## config.mk

```make
export PLATFORM = sky130hd
export DESIGN_NAME = pipe_stage_reg
export DESIGN_NICKNAME = d
export VERILOG_FILES = /design/src/rtl/pipe_stage_reg.sv
export SDC_FILE = /design/constraint.sdc
export NUM_CORES = 1
export LEC_CHECK = 0
export BUFFER_PORTS_ARGS = -buffer_cell sky130_fd_sc_hd__buf_2
export CELL_PAD_IN_SITES_DETAIL_PLACEMENT = 1
export CELL_PAD_IN_SITES_GLOBAL_PLACEMENT = 1
export CORE_MARGIN = 3
export CORE_UTILIZATION = 33
export DETAILED_ROUTE_END_ITERATION = 10
export HOLD_SLACK_MARGIN = 0.1
export MAX_ROUTING_LAYER = met4
export PLACE_DENSITY = 0.86
export SYNTH_ARGS = -nofsm -noshare
export SYNTH_HDL_FRONTEND = slang
export SYNTH_SLANG_ARGS = --single-unit
export TNS_END_PERCENT = 10
```

## constraint.sdc

```tcl
create_clock -name clk -period 2.17 [get_ports clk]
set_input_delay 0.434 -clock clk [delete_from_list [all_inputs] [get_ports clk]]
set_output_delay 0.434 -clock clk [all_outputs]
set_load 0.1 [all_outputs]
```

## src/rtl/pipe_stage_reg.sv

```systemverilog
// Generic pipeline stage register: NCH write-back channels plus a stage valid bit,
// with stall/bubble/flush handling and saturating bubble/hold performance counters.
module pipe_stage_reg #(
  parameter int unsigned NCH        = 2,
  parameter int unsigned ADDR_W     = 5,
  parameter int unsigned DATA_W     = 32,
  parameter int unsigned STALL_W    = 6,
  parameter int unsigned STAGE      = 4,
  parameter bit          CLEAR_DATA = 1'b1,
  parameter int unsigned CNT_W      = 16
) (
  input  logic                    clk,
  input  logic                    reset,
  input  logic [STALL_W-1:0]      stall_en,
  input  logic                    flush,
  input  logic                    cnt_clr,
  input  logic                    in_valid,
  input  logic [NCH-1:0]          in_en,
  input  logic [NCH*ADDR_W-1:0]   in_addr,
  input  logic [NCH*DATA_W-1:0]   in_data,
  output logic                    out_valid,
  output logic [NCH-1:0]          out_en,
  output logic [NCH*ADDR_W-1:0]   out_addr,
  output logic [NCH*DATA_W-1:0]   out_data,
  output logic [CNT_W-1:0]        bubble_cnt,
  output logic [CNT_W-1:0]        hold_cnt
);

  typedef enum logic [1:0] {
    ACT_ADVANCE,
    ACT_HOLD,
    ACT_BUBBLE,
    ACT_FLUSH
  } action_e;

  logic    stall_self;
  logic    stall_next;
  action_e action;

  if (NCH == 0 || STAGE >= STALL_W) begin : g_bad_params
    $error("pipe_stage_reg: NCH must be >= 1 and STAGE must be < STALL_W");
  end

  assign stall_self = stall_en[STAGE];

  // The last stage has no downstream stall bit; treat it as not stalled.
  if (STAGE + 1 < STALL_W) begin : g_next_stage
    assign stall_next = stall_en[STAGE+1];
  end else begin : g_last_stage
    assign stall_next = 1'b0;
  end

  // Decode this edge's action; flush outranks every stall pattern.
  always_comb begin
    action = ACT_ADVANCE;
    if (flush) begin
      action = ACT_FLUSH;
    end else if (stall_self && !stall_next) begin
      action = ACT_BUBBLE;
    end else if (stall_self && stall_next) begin
      action = ACT_HOLD;
    end
  end

  // Stage datapath register: advance, hold, or clear to an invalid slot.
  always_ff @(posedge clk) begin
    if (reset) begin
      out_valid <= 1'b0;
      out_en    <= '0;
      out_addr  <= '0;
      out_data  <= '0;
    end else begin
      case (action)
        ACT_FLUSH, ACT_BUBBLE: begin
          out_valid <= 1'b0;
          out_en    <= '0;
          if (CLEAR_DATA) begin
            out_addr <= '0;
            out_data <= '0;
          end
        end
        ACT_HOLD: begin
        end
        default: begin
          out_valid <= in_valid;
          out_en    <= in_en & {NCH{in_valid}};
          out_addr  <= in_addr;
          out_data  <= in_data;
        end
      endcase
    end
  end

  // Saturating efficiency counters; a clear beats an increment in the same cycle.
  always_ff @(posedge clk) begin
    if (reset || cnt_clr) begin
      bubble_cnt <= '0;
      hold_cnt   <= '0;
    end else if (action == ACT_BUBBLE) begin
      if (bubble_cnt != '1) begin
        bubble_cnt <= bubble_cnt + CNT_W'(1);
      end
    end else if (action == ACT_HOLD) begin
      if (hold_cnt != '1) begin
        hold_cnt <= hold_cnt + CNT_W'(1);
      end
    end
  end

endmodule

```

==> out/metrics.cfg, run 1 <==
[run_status]
status=finished, final reports clean

[final_layout]
syn_to_final_growth_pct=36.1
fin_area_um2=5600
post_layout_nonfiller_instances=797
drive_above_1_share_pct=39.3
fillCellCount=1483
final_common_cell=buf_2
layout_common_cells=191 x buf_2, 110 x nor2_1, 85 x dfxtp_1
layout.area.seq_um2=2210
antennaDiodeCount=0
final_core_util_pct=46.2
multi_input_area_um2=1820
fin_nets=713

[pwr]
leakage_nw=2.45
power_density_nw_per_um2=782
max-vdd-ir-drop_v=0.000368
finalPower_w=0.00438

[clocking]
cts_root_buf=clkbuf_16
clk_latency_ns=0.35
cts.clk_slew.worst_paths_ns=0.08
post_cts_buffers=0
cts_buffers=9
ctsResizeCount=0
cts_tree=done
clock_sinks=109
ctsHoldBuffers=0
cts_buffer_depth=2
htreeDepth=3

[hold_path]
holdCritStartpoint=in_data[36]
hold_depth=3
hp-class=in -> reg
hold-path-endpoint=out_data[36]$_SDFFE_PP0P_

[setup_path]
worst-path-max-fanout=5
endpoint_kind=flop
r2r_cells=6
required_ns=2.41
crit_type=reg -> reg
timing.rr.start=hold_cnt[0]$_SDFFE_PP0P_
r2r-end=hold_cnt[7]$_SDFFE_PP0P_
r2r_slack_ns=0.24
cp.arrival_ns=2.17
startpoint_type=flop

[yosys]
synth_area_per_cell_um2=9.26
synth_enable_flop_cells=0
async_flop_share_pct=0
yosysSeqAreaShare_pct=53.1
syn_nets=533
synth_area_leaders=dfxtp_1 53%, a22oi_1 14%, nor2_1 10%
synth_top_cell_by_area=dfxtp_1
synth_cells=444
synth.cell_area_um2=4110
post_synth_num_cell_types=44
synth_warnings=0
yosys.area.top_type_share_pct=53.1
synth_flop_cell=dfxtp_1
ys_ff_latch=109

[grt]
grt.total_usage_pct=19.3
grt_max_degree=78
antenna_found_initial=0
grt_pass1_wl_um=21500
overflow=0
grt_pass1_vias=4428

[routing]
num_vias=4087
viasPerCell=5.13
initialDrtViolationCount=195
wl_um=13200
antenna_left=0
first_pass_iters=4
wire_per_inst_um=16.5
drc=0

[placed_design]
dpl-instance-area_um2=5290
port_buffers=191
gp_congestion=0.843
place_inst=781
dpl.hpwl_um=9570

[sta]
holdWs_ns=0.331
setup_viol=0
final.min_clock_period_ns=1.93
finalMaxSlewViolations=0
clock_skew_ns=0.00828
rsz0062_at_grt=no
relSlewSlack_pct=48.5
worst_pin_slew_ns=0.772
min_period_over_period_pct=88.8
fmax_ghz=0.519
hold_viol_final=0

[floorplan]
rows=40
pin_count=196
fp.dieW_um=118
core-area_um2=12100
dieArea_um2=13800
dieHeight_um=118
start_util_pct=33.9

[job]
cap_violations=0

-- worst max path at each step --
| stage | end | cells after the start | from | slack [ns] |
|---|---|---|---|---|
| CTS | hold_cnt[7]$_SDFFE_PP0P_ | 6 | hold_cnt[0]$_SDFFE_PP0P_ | 0.27 |
| global route | hold_cnt[7]$_SDFFE_PP0P_ | 6 | hold_cnt[0]$_SDFFE_PP0P_ | 0.07 |
| global placement | bubble_cnt[15]$_SDFFE_PP0P_ | 6 | stall_en[4] | 0.23 |
| detailed placement | hold_cnt[14]$_SDFFE_PP0P_ | 7 | flush | 0.18 |
| floorplan | hold_cnt[7]$_SDFFE_PP0P_ | 5 | hold_cnt[15]$_SDFFE_PP0P_ | -0.11 |
| finish | hold_cnt[7]$_SDFFE_PP0P_ | 6 | hold_cnt[0]$_SDFFE_PP0P_ | 0.24 |
-- cell type report --
type                       count  share of cell area [%]
sequential                   109                    39.5
multi-input combinational    303                    32.5
timing repair buffer         199                    18.6
clock buffer                   9                    4.02
tap                          168                    3.76
clock inverter                 7                    1.48
inverter                       2                   0.134
-- cell usage after synthesis, drive strengths merged (2+ instances only) --
cell type / count
and3: 3
o21ai: 2
xor2: 8
or2: 2
nor4b: 2
a22oi: 75
nand3: 13
nand4: 7
dfxtp: 109
or4: 3
nor4: 4
nor3: 7
nor2: 111
ha: 2
inv: 2
a32oi: 2
a211oi: 5
clkbuf: 27
a21oi: 6
xnor2: 15
nand2: 15
a2111oi: 2
o311a: 2
buf: 3
-- per-stage QoR --
step                      TNS (ns)  setup slack, ns
after CTS                        0            0.266
after detailed placement         0            0.184
after global placement           0            0.226
after floorplan             -0.189           -0.106
final                            0            0.242
after global routing             0           0.0715
-- routing by layer --
layer,wire [um],part of all wire (%),track usage (%)
met1,5420,41,21.8
met2,6680,51,32.8
met3,800,6.1,4.52
met4,252,1.9,7.91
met5,0,0,-
-- worst max-delay path: stages (launching register included) --
cell and delay (ns):
dfxtp_2 0.37, ha_1 0.19, nand2_1 0.13, nor3_1 0.50, a21oi_1 0.26, and3_1 0.23, o21a_1 0.16
-- logic make-up (layout without fill, tap and decap cells) --
family	count (synthesis)	in the layout	share of synthesized area [%]
and+or+nand+nor	176	176	19.8
buffers and inverters	32	217	2.92
DFF	109	109	53.1
xor gates and xnor gates	23	23	4.90
adders and majority gates	2	2	0.609
AOI/OAI and AO/OA	101	101	18.5
muxes	1	1	0.243
-- registers in the layout (all words and copies together) (netlist names) --
name / flops
out_valid: 1
hold_cnt: 16
bubble_cnt: 16
out_addr: 10
out_en: 2
out_data: 64
-- where the power goes --
part | internal (W) | switching [W] | leakage (nW)
logic | 0.000139 | 0.000465 | 1.40
clock network | 0.000915 | 0.000791 | 0.149
registers | 0.00204 | 0.0000243 | 0.897
Power figures use the tool's default switching activity.
==> run 2: changes to the inputs <==
--- a/config.mk
+++ b/config.mk
@@ -14,6 +14,7 @@
 export HOLD_SLACK_MARGIN = 0.1
 export MAX_ROUTING_LAYER = met4
 export PLACE_DENSITY = 0.86
+export SETUP_SLACK_MARGIN = 0.5
 export SYNTH_ARGS = -nofsm -noshare
 export SYNTH_HDL_FRONTEND = slang
 export SYNTH_SLANG_ARGS = --single-unit
==> out/metrics.cfg, run 2 (synthesis gave the netlist of run 1 again) <==
[floorplan]
dieHeight_um=118
core-area_um2=12100
dieArea_um2=13800
pin_count=196
start_util_pct=33.9
rows=40
fp.dieW_um=118

[final_layout]
layout.area.seq_um2=2280
antennaDiodeCount=0
drive_above_1_share_pct=44.5
largest_reg_flops=64
top_register=out_data
final_common_cell=buf_2
syn_to_final_growth_pct=42.9
post_layout_nonfiller_instances=809
fillCellCount=1465
multi_input_area_um2=1960
fin_nets=725
largestRegisters=out_data: 64 flops, bubble_cnt: 16 flops, hold_cnt: 16 flops
layout_common_cells=191 x buf_2, 109 x nor2_1, 77 x dfxtp_1

[placed_design]
gp_congestion=0.864
place_inst=781
dpl.hpwl_um=9650
port_buffers=191
dp_slack_ns=0.109

[routing]
drc=0
wl_um=13800
viasPerCell=5.15
wire_per_inst_um=17.1
antenna_left=0
num_vias=4164
first_pass_iters=4
initialDrtViolationCount=215

[clocking]
cts_root_buf=clkbuf_16
clk_latency_ns=0.35
ctsHoldBuffers=0
cts_tree=done
clock_sinks=109
cts_buffer_depth=2
htreeDepth=3
cts.clk_slew.worst_paths_ns=0.08
cts_buffers=9

[setup_path]
endpoint_kind=flop
worst-path-max-fanout=4
crit_type=reg -> reg
cp_slowest_cell=or4_1
crit_chain=and3_4 -> or3b_4 -> a2111o_1 -> or4_1 -> nand2_1
cp.arrival_ns=2.07
startpoint_type=flop
required_ns=2.46
slowest_delay_ns=0.42
r2r_slack_ns=0.39

[job]
cap_violations=0

[sta]
min_period_over_period_pct=82.0
fmax_ghz=0.562
finalMaxSlewViolations=0
clock_skew_ns=0.0109
worst_pin_slew_ns=0.763
hold_viol_final=0
fin_ws_ns=0.390
setup_viol=0
finalSetupTns_ns=0
holdWs_ns=0.328
final.min_clock_period_ns=1.78
relSlewSlack_pct=49.2
rsz0062_at_grt=yes

[grt]
grt_pass1_wl_um=22500
antenna_found_initial=0
grt_max_degree=74
overflow=0
grt_pass1_vias=4441
grt.total_usage_pct=20.3

[pwr]
leakage_nw=2.56
power_density_nw_per_um2=736
max-vdd-ir-drop_v=0.000330

[run_status]
status=finished, final reports clean

[hold_path]
hp-class=in -> reg

[run 2: layout make-up]
cell class,instances,share of cell area [%]
Clock inverter,7,1.36
Inverter,2,0.128
Clock buffer,9,3.83
Timing Repair Buffer,211,18.8
Tap cell,168,3.58
Multi-Input combinational cell,303,33.4
Sequential cell,109,38.8
[run 2: worst paths after layout]
path | startpoint | endpoint | cells past startpoint
min reg2reg | out_addr[5]$_SDFFE_PP0P_ | out_addr[5]$_SDFFE_PP0P_ | 2
max | bubble_cnt[6]$_SDFFE_PP0P_ | bubble_cnt[15]$_SDFFE_PP0P_ | 5
min | in_data[52] | out_data[52]$_SDFFE_PP0P_ | 3
max reg2reg | bubble_cnt[6]$_SDFFE_PP0P_ | bubble_cnt[15]$_SDFFE_PP0P_ | 5
[run 2: per-stage QoR]
stage,utilization [%],power (W),instance area [um^2]
6_report,48.5,0.00433,5880
4_1_cts,47.6,0.00438,5760
3_3_place_gp,44.4,0.00267,5370
3_5_place_dp,44.4,0.00269,5370
2_1_floorplan,-,0.00252,4260
5_1_grt,48.5,0.00451,5880
[run 2: power breakdown]
group          internal [W]  switching (W)  leakage (nW)
Clock              0.000910       0.000778         0.143
Sequential          0.00201      0.0000244         0.908
Combinational      0.000137       0.000465          1.51
Total               0.00306        0.00127          2.56
[run 2: routing by layer]
metal  GRT usage, %  wire [um]  up-vias
li1               -          -     1972
met1           23.9       5820     2028
met2           34.3       6960      145
met3           4.18        802       19
met4           7.62        246        0
met5              -          0        -
[run 2: worst max-delay path: cells and delay by family, from the launching register on]
kind               cells  cell delay [ns]
AOI/OAI and AO/OA      1             0.31
DFF                    1             0.36
and+or+nand+nor        4             1.06
[run 2: repair_timing]
item,4_1_cts,5_1_grt
buffers inserted,4,8
pin swaps,3,8
endpoints found under the setup margin,17,30
resized for setup,11,12
